`config.mk`:
```
export PLATFORM = sky130hd
export DESIGN_NAME = adsb_crc_framer
export DESIGN_NICKNAME = d
export VERILOG_FILES = /design/src/rtl/adsb_pkg.sv /design/src/rtl/crc24_serial.sv /design/src/rtl/adsb_crc_framer.sv
export SDC_FILE = /design/constraint.sdc
export NUM_CORES = 1
export LEC_CHECK = 0
export ABC_AREA = 1
export BUFFER_PORTS_ARGS = -buffer_cell sky130_fd_sc_hd__buf_2
export CORE_UTILIZATION = 45
export DETAILED_ROUTE_END_ITERATION = 10
export PLACE_DENSITY = 0.67
export SYNTH_ARGS = -nofsm -noshare
export SYNTH_HDL_FRONTEND = slang
export SYNTH_SLANG_ARGS = --single-unit
```
`constraint.sdc`:
```
create_clock -name s00_axis_aclk -period 2.2 [get_ports s00_axis_aclk]
set_input_delay 0.11 -clock s00_axis_aclk [delete_from_list [all_inputs] [get_ports s00_axis_aclk]]
set_output_delay 0.11 -clock s00_axis_aclk [all_outputs]
set_load 0.05 [all_outputs]
```
`src/rtl/adsb_pkg.sv`:
```
// Shared constants, types and helpers for the ADS-B CRC framer.
package adsb_pkg;
  localparam logic [23:0] CRC24_POLY = 24'hFFF409;
  localparam int          MSG_BITS   = 112;
  localparam int          OUT_BEATS  = 4;

  typedef enum logic [1:0] {ST_IDLE, ST_CHECK, ST_SEND} state_t;
  typedef logic [1:0] beat_idx_t;

  // One serial CRC-24 step, message bit fed MSB first.
  function automatic logic [23:0] crc24_step(input logic [23:0] crc, input logic b);
    return {crc[22:0], 1'b0} ^ ((crc[23] ^ b) ? CRC24_POLY : 24'h0);
  endfunction

  function automatic logic [31:0] sat_inc(input logic [31:0] v);
    return (v == 32'hFFFF_FFFF) ? v : v + 32'd1;
  endfunction
endpackage

```
`src/rtl/crc24_serial.sv`:
```
// Serial CRC-24 remainder register, one message bit per enabled cycle.
module crc24_serial
  import adsb_pkg::*;
(
  input  logic        clk,
  input  logic        aresetn,
  input  logic        clear,
  input  logic        shift_en,
  input  logic        bit_in,
  output logic [23:0] crc
);
  always_ff @(posedge clk or negedge aresetn) begin
    if (!aresetn)      crc <= '0;
    else if (clear)    crc <= '0;
    else if (shift_en) crc <= crc24_step(crc, bit_in);
  end
endmodule

```
`src/rtl/adsb_crc_framer.sv`:
```
// Checks the CRC-24 of each incoming squitter, counts good/bad/dropped
// squitters and re-emits accepted ones as a 4-beat 32-bit AXI-Stream packet.
module adsb_crc_framer
  import adsb_pkg::*;
#(
  parameter int SQUITTER_LENGTH = 128,
  parameter int MSG_BITS        = 112,
  parameter bit FORWARD_BAD     = 1'b0
) (
  input  logic                         s00_axis_aclk,
  input  logic                         s00_axis_aresetn,
  input  logic                         s00_axis_tvalid,
  input  logic                         s00_axis_tlast,
  input  logic [SQUITTER_LENGTH-1:0]   s00_axis_tdata,
  input  logic [SQUITTER_LENGTH/8-1:0] s00_axis_tstrb,
  output logic                         s00_axis_tready,
  output logic                         m00_axis_tvalid,
  input  logic                         m00_axis_tready,
  output logic [31:0]                  m00_axis_tdata,
  output logic                         m00_axis_tlast,
  output logic [3:0]                   m00_axis_tstrb,
  output logic [31:0]                  good_count,
  output logic [31:0]                  bad_count,
  output logic [31:0]                  drop_count
);
  state_t              state;
  logic [MSG_BITS-1:0] msg;
  logic [MSG_BITS-1:0] msg_rot;
  logic [6:0]          bit_cnt;
  beat_idx_t           beat;
  logic                crc_ok;
  logic [23:0]         crc;
  logic                accept, shift_en, last_bit, chk_pass, drop;
  logic                unused_ok;

  assign unused_ok = ^{s00_axis_tlast, s00_axis_tstrb, s00_axis_tdata[SQUITTER_LENGTH-1:MSG_BITS]};

  assign s00_axis_tready = s00_axis_aresetn && (state == ST_IDLE);
  assign accept          = (state == ST_IDLE) && s00_axis_tvalid;
  assign shift_en        = (state == ST_CHECK);
  assign last_bit        = shift_en && (bit_cnt == 7'(MSG_BITS-1));
  assign drop            = s00_axis_tvalid && !s00_axis_tready;
  assign m00_axis_tstrb  = {4{m00_axis_tvalid}};

  // The message rotates through bit MSG_BITS-1 during CHECK; after a full
  // pass it is back in its original order, ready to be sliced into beats.
  assign msg_rot  = {msg[MSG_BITS-2:0], msg[MSG_BITS-1]};
  assign chk_pass = (crc24_step(crc, msg[MSG_BITS-1]) == 24'h0);

  crc24_serial u_crc (
    .clk      (s00_axis_aclk),
    .aresetn  (s00_axis_aresetn),
    .clear    (accept),
    .shift_en (shift_en),
    .bit_in   (msg[MSG_BITS-1]),
    .crc      (crc)
  );

  function automatic logic [31:0] beat_word(input logic [MSG_BITS-1:0] m,
                                            input beat_idx_t b, input logic ok);
    case (b)
      2'd0:    return m[MSG_BITS-1  -: 32];
      2'd1:    return m[MSG_BITS-33 -: 32];
      2'd2:    return m[MSG_BITS-65 -: 32];
      default: return {m[15:0], 15'h0, ok};
    endcase
  endfunction

  always_ff @(posedge s00_axis_aclk or negedge s00_axis_aresetn) begin
    if (!s00_axis_aresetn) begin
      state           <= ST_IDLE;
      msg             <= '0;
      bit_cnt         <= '0;
      beat            <= '0;
      crc_ok          <= 1'b0;
      m00_axis_tvalid <= 1'b0;
      m00_axis_tlast  <= 1'b0;
      m00_axis_tdata  <= '0;
      good_count      <= '0;
      bad_count       <= '0;
      drop_count      <= '0;
    end else begin
      if (drop) drop_count <= sat_inc(drop_count);
      case (state)
        ST_IDLE: begin
          if (s00_axis_tvalid) begin
            msg     <= s00_axis_tdata[MSG_BITS-1:0];
            bit_cnt <= '0;
            state   <= ST_CHECK;
          end
        end
        ST_CHECK: begin
          msg     <= msg_rot;
          bit_cnt <= bit_cnt + 7'd1;
          if (last_bit) begin
            crc_ok <= chk_pass;
            if (chk_pass) good_count <= sat_inc(good_count);
            else          bad_count  <= sat_inc(bad_count);
            if (chk_pass || FORWARD_BAD) begin
              state           <= ST_SEND;
              beat            <= '0;
              m00_axis_tvalid <= 1'b1;
              m00_axis_tlast  <= 1'b0;
              m00_axis_tdata  <= beat_word(msg_rot, 2'd0, chk_pass);
            end else begin
              state <= ST_IDLE;
            end
          end
        end
        ST_SEND: begin
          if (m00_axis_tready) begin
            if (beat == beat_idx_t'(OUT_BEATS-1)) begin
              state           <= ST_IDLE;
              m00_axis_tvalid <= 1'b0;
              m00_axis_tlast  <= 1'b0;
              m00_axis_tdata  <= '0;
            end else begin
              beat           <= beat + 2'd1;
              m00_axis_tdata <= beat_word(msg, beat + 2'd1, crc_ok);
              m00_axis_tlast <= (beat + 2'd1 == beat_idx_t'(OUT_BEATS-1));
            end
          end
        end
        default: state <= ST_IDLE;
      endcase
    end
  end
endmodule

```
==> results of run 1 <==
==> layout by cell type (no fill, tap or decap), types with 8 or more instances in the layout <==
master,instances
a21oi_1,144
buf_4,43
dfrtp_1,275
nand3b_1,8
nand2_1,412
o22ai_1,155
clkbuf_16,34
ha_1,9
o221ai_1,17
o21ai_0,70
dlygate4sd3_1,114
buf_2,249
nand3_1,104
xor2_1,59
buf_12,10
nor2_1,115
o211ai_1,17
nor3_1,51
inv_1,241
clkbuf_8,8
xnor2_1,18
nand4_1,23
==> metal layers <==
metal | global-route usage (%) | share of wire (%) | vias up
met2 | 42.2 | 46 | 531
li1 | - | - | 6856
met3 | 3.57 | 6.1 | 108
met4 | 8.40 | 2.9 | 0
met5 | 0 | 0 | -
met1 | 35.7 | 45 | 6877
==> sequential cells by signal (all words and copies together) (netlist names) <==
signal,flops
crc_ok,1
m00_axis_tdata,32
beat,2
drop_count,32
msg,112
m00_axis_tvalid,1
bit_cnt,7
state,2
u_crc.crc,24
m00_axis_tlast,1
bad_count,32
good_count,32
==> tightest hold or removal path, cell delays in order <==
cell	delay, ps
dlygate4sd3_1	560
buf_8	150
buf_12	440
==> path summary, 6_finish.rpt <==
check	from	to	slack, ps	depth (start not counted)
setup / recovery	u_crc.crc[23]$_DFFE_PN0P_	m00_axis_tdata[25]$_DFFE_PN0P_	100	14
hold / removal	s00_axis_aresetn	u_crc.crc[14]$_DFFE_PN0P_	210	3
setup reg to reg	u_crc.crc[23]$_DFFE_PN0P_	m00_axis_tdata[25]$_DFFE_PN0P_	100	14
hold reg to reg	m00_axis_tdata[19]$_DFFE_PN0P_	m00_axis_tdata[19]$_DFFE_PN0P_	470	2
max in group asynchronous	s00_axis_aresetn	drop_count[1]$_DFFE_PN0P_	1130	3
min in group s00_axis_aclk	s00_axis_tvalid	drop_count[1]$_DFFE_PN0P_	260	7
==> final cells by class <==
cell class / count / area share (%)
inverters: 247 / 4.92
multi-input cells: 1229 / 33.5
diodes: 2 / 0.0265
clock inverters: 15 / 1.31
repair buffers: 422 / 16.0
clock buffers: 43 / 4.76
flip-flops and latches: 278 / 36.8
well taps: 402 / 2.66
==> stage by stage <==
| stage | utilization [%] | TNS (ps) |
|---|---|---|
| 6_report | 59.6 | 0 |
| 3_3_place_gp | 51.7 | 0 |
| 3_5_place_dp | 51.7 | 0 |
| 4_1_cts | 59.0 | 0 |
| 2_1_floorplan | - | 0 |
| 5_1_grt | 59.6 | -33.8 |
==> repair_timing <==
item / CTS / global route
hold buffers: 114 / 0
hold endpoints to repair: 394 / 0
resized for setup: 0 / 15
setup buffers: 0 / 6
endpoints found under the setup margin: 0 / 90
==> cells by family (layout without fill, tap and decap cells) <==
logic type                 count (synthesis)  after routing  share of synthesized area, %
and+or+nand+nor                          735            735                          21.5
adders and majority gates                 10             10                         0.859
DFF                                      278            278                          47.8
other                                      0              2                             0
xor gates and xnor gates                  77             77                          4.63
buffers and inverters                    337            727                          9.17
AOI/OAI and AO/OA                        407            407                          16.1
==> power breakdown <==
group / leakage, nW / internal [mW] / total [mW] / switching, mW
combinational: 5.39 / 2.04 / 4.97 / 2.93
sequential: 3.47 / 6.53 / 7.55 / 1.03
clock: 0.559 / 3.56 / 5.79 / 2.23
total: 9.41 / 12.1 / 18.3 / 6.18
==> reports/qor.yml, run 1 <==
pwr:
  power_density_nw_per_um2: 968
  leakagePower_nw: 9.41
  power_mw: 18.3
  irDropWorstVdd_uv: 626
place:
  placed_area_um2: 16400
  dpl.hpwl_um: 28100
  gp_congestion: 0.924
  post-place-ws_ps: 53.2
  dpl.cell_count: 2454
  portBuffers: 250
layout:
  drive_above_1_share_pct: 17.4
  multi_input_area_um2: 6340
  seqCellArea_um2: 6960
  syn2layout_area_growth_pct: 29.8
  stdcell_count: 2638
  fin_nets: 2368
  design_area_um2: 18900
  fillCellCount: 2824
critical_path:
  cp_top_family: "simple AND/OR/NAND/NOR gates"
  crit_slowest_cell: "dfrtp_1"
  crit_fanout: 8
  start_kind: "register"
  crit_top_cell: "nand2_1"
  critPathKind: "register to register"
  path_buf_inv: 3
  crit_arrival_ps: 2550
  endpoint_kind: "register"
  required_ps: 2660
  path_cells: "inv_2 > nand2_2 > buf_4 > nand3_1 > nand2_1 > nor2_1 > nand2_1 > nor2_4 > nand2_4 > nand2_4 > nand3_4 > clkbuf_16 > nand2_1 > nand2_1"
  cpPeakStageDelay_ps: 420
hold_path:
  hp-class: "primary input to async pin"
timing:
  hold_ws_ps: 212
  fmax_mhz: 477
  worst_slew_pin_slew_ps: 905
  hold_violations: 0
  fin_ws_ps: 103
  fin_crit_ps: 2100
  drv_slew: 0
  timing.final.crit_share_pct: 95.3
  clock_skew_ps: 31.0
  setup_viol: 0
  slew_headroom_pct: 39.6
floorplan:
  core_area_um2: 31700
  fp.dieH_um: 182
  die_w_um: 182
  initial_core_util_pct: 45.9
  ios: 284
  fp.dieArea_um2: 33100
  num_rows: 65
synth:
  synthMostInstantiatedCell: "nand2_1"
  syn_nets: 2003
  synth_seq_area_share_pct: 47.8
  ys_warn_count: 0
  netlist_top_cells_count: "415 x nand2_1, 278 x dfrtp_1, 243 x inv_1"
  synthTopCellsByArea: "dfrtp_1 48%, nand2_1 11%, o22ai_1 6.7%"
  avgSynthCellArea_um2: 7.90
  ys_ff_latch: 278
  synth-async-reset-ratio_pct: 100
  netlist_area_um2: 14600
  synth_top_area_share_pct: 47.8
  ys.flop_type: "dfrtp_1"
  synth.distinct_cells: 35
  synth_area_leader_cell: "dfrtp_1"
  synth_edf_count: 0
  postSynthCellCount: 1844
grt:
  grt_pass1_vias: 14081
  grt_max_degree: 152
  gr-usage-all-layers_pct: 25.9
  grt_antenna_before_repair: 2
  grt_pass1_wl_um: 70600
  globalRouteOverflowTotal: 0
cts:
  cts_buffers: 31
  cts_tree: "built"
  clk_latency_ps: 590
  cts_sinks: 278
  path_clk_slew_ps: 60
  cts-root-buf: "clkbuf_16"
  htree_levels: 1
  clockBufferDepth: 3
detailed_routing:
  drtIter0Drc: 1141
  ant_nets: 0
  routed_wl_um: 44100
  vias_per_cell: 5.45
  detail_route.wl_per_cell_um: 16.7
  dr.pass1.iters: 5
  vias: 14372
  drc: 0
status:
  status: "finished clean"
flow_run:
  drv_cap: 0
Note: power is estimated with default switching activity, not from simulation.
==> run 2: changes to the inputs <==
- clock period: 2.2 -> 2.69 ns (I/O delays scaled with it)
==> run 2 against run 1 <==
  * Register-to-register slack better by 140 ps
  * First-iteration DRC count is 11% higher
  * Combinational power is 21% lower
  * Clock power is 19% lower
  * Worst hold slack worse by 180 ps
  * Final cell count is 0.95% lower
  * Critical endpoint is now m00_axis_tdata[22]$_DFFE_PN0P_
  * Largest power group unchanged
==> reports/qor.yml, run 2 (same netlist as run 1, synthesis figures left out) <==
status:
  status: "finished clean"
detailed_routing:
  dr.pass1.iters: 5
  vias: 14152
  drtIter0Drc: 1266
  ant_nets: 0
  vias_per_cell: 5.42
  routed_wl_um: 42200
  detail_route.wl_per_cell_um: 16.2
  drc: 0
layout:
  syn2layout_area_growth_pct: 26.9
  stdcell_count: 2613
  design_area_um2: 18500
  regMostFlops: "msg"
  fin_nets: 2341
  layout_common_cells: "414 x nand2_1, 278 x dfrtp_1, 249 x buf_2, 242 x inv_1, 155 x o22ai_1"
  final_common_cell: "nand2_1"
  largest_reg_flops: 112
  fillCellCount: 2861
  drive_above_1_share_pct: 15.9
cts:
  cts_sinks: 278
  clockBufferDepth: 3
  htree_levels: 2
  path_clk_slew_ps: 60
  cts_buffers: 34
  cts_tree: "built"
  cts-root-buf: "clkbuf_16"
  post-cts-setup-buffers: 0
  clk_latency_ps: 510
pwr:
  power_mw: 14.8
  pwr-share-seq_pct: 41.8
  irDropWorstVdd_uv: 485
  leakagePower_nw: 9.21
  power_density_nw_per_um2: 799
  p_int_mw: 9.82
  power.share.clock_pct: 31.7
  comb_power_share_pct: 26.6
  switching_share_pct: 33.5
  switchingPower_mw: 4.95
critical_path:
  critPathKind: "register to register"
  endpoint_kind: "register"
  crit_arrival_ps: 2830
  rr_startpoint: "msg[111]$_DFFE_PN0P_"
  path_cells: "inv_2 > nand2_1 > nand2_1 > nand2_1 > nand2_1 > nand3_1 > nor2_2 > nand2_4 > nand2_2 > nand3_4 > nand2_1 > nand2_1"
  ff2ff_path_depth: 12
  cpPeakStageDelay_ps: 450
  crit_top_cell: "nand2_1"
  crit_slowest_cell: "dfrtp_1"
  crit_fanout: 33
  required_ps: 3070
  r2r_end: "m00_axis_tdata[22]$_DFFE_PN0P_"
  r2r_slack_ps: 250
  start_kind: "register"
timing:
  rsz0062_at_grt: "false"
  hold_violations: 0
  setup_viol: 0
  fin_crit_ps: 2440
  hold_ws_ps: 36.0
  timing.final.crit_share_pct: 90.8
  slew_headroom_pct: 17.7
  worst_slew_pin_slew_ps: 1230
  clock_skew_ps: 22.2
  fin_setup_tns_ps: 0
  fmax_mhz: 409
  drv_slew: 0
floorplan:
  core_area_um2: 31700
  num_rows: 65
  die_w_um: 182
  initial_core_util_pct: 45.9
  fp.dieArea_um2: 33100
  ios: 284
  fp.dieH_um: 182
hold_path:
  hp-class: "primary input to async pin"
grt:
  gr-usage-all-layers_pct: 25.6
  grt_max_degree: 158
  globalRouteOverflowTotal: 0
  grt_pass1_wl_um: 69700
  grt_pass1_vias: 13722
  grt_antenna_before_repair: 4
place:
  portBuffers: 250
  placed_area_um2: 16200
  dpl.cell_count: 2434
  gp_congestion: 0.921
  dpl.hpwl_um: 27800
flow_run:
  drv_cap: 0
[run 2: metal layers]
| metal | track usage [%] | vias up | routed length (µm) |
|---|---|---|---|
| met4 | 9.14 | 0 | 1320 |
| met3 | 3.61 | 97 | 2520 |
| li1 | - | 6820 | - |
| met2 | 39.8 | 531 | 19200 |
| met1 | 36.4 | 6704 | 19200 |
| met5 | 0 | - | 0 |
[run 2: stage by stage]
stage          utilization, %  setup WS, ps
5_1_grt                  58.3          19.6
6_report                 58.3           248
3_3_place_gp             51.0           357
2_1_floorplan               -           411
4_1_cts                  58.2           261
3_5_place_dp             51.0           289
[run 2: what timing repair did]
item | CTS | global route
gates resized for setup | 0 | 0
endpoints found under the hold margin | 300 | 0
hold buffers | 114 | 0
[run 2: how the worst max path moves through the flow]
| stage | start | end | slack, ps |
|---|---|---|---|
| after global routing | msg[111]$_DFFE_PN0P_ | m00_axis_tdata[22]$_DFFE_PN0P_ | 20 |
| after floorplan | drop_count[1]$_DFFE_PN0P_ | drop_count[24]$_DFFE_PN0P_ | 410 |
| after CTS | msg[111]$_DFFE_PN0P_ | m00_axis_tdata[31]$_DFFE_PN0P_ | 260 |
| final | msg[111]$_DFFE_PN0P_ | m00_axis_tdata[22]$_DFFE_PN0P_ | 250 |
| after global placement | msg[111]$_DFFE_PN0P_ | m00_axis_tdata[18]$_DFFE_PN0P_ | 360 |
| after detailed placement | msg[111]$_DFFE_PN0P_ | m00_axis_tdata[18]$_DFFE_PN0P_ | 290 |
[run 2: area by class of cell]
class | count | area [µm²] | share of cell area [%]
inverter | 247 | 928 | 5.02
clock inverter | 9 | 124 | 0.670
sequential | 278 | 6960 | 37.6
antenna | 5 | 12.5 | 0.0677
tap | 402 | 503 | 2.72
multi-input combinational | 1229 | 6290 | 34.0
timing repair buffer | 392 | 2650 | 14.3
clock buffer | 51 | 1020 | 5.50
[run 2: critical path, delay by kind of cell, from the launching register on]
| kind | cells | cell delay (ps) |
|---|---|---|
| buffers and inverters | 1 | 120 |
| DFF | 1 | 450 |
| and+or+nand+nor | 11 | 1750 |
[run 2: power by group through the flow]
stage	Clock, mW	Sequential [mW]	Combinational, mW
after floorplan	0	6.19	2.70
after global placement	0	6.16	3.62
after global routing	4.97	6.30	4.43
after CTS	4.77	6.13	3.88
after detailed placement	0	6.19	3.72
final	4.68	6.17	3.92
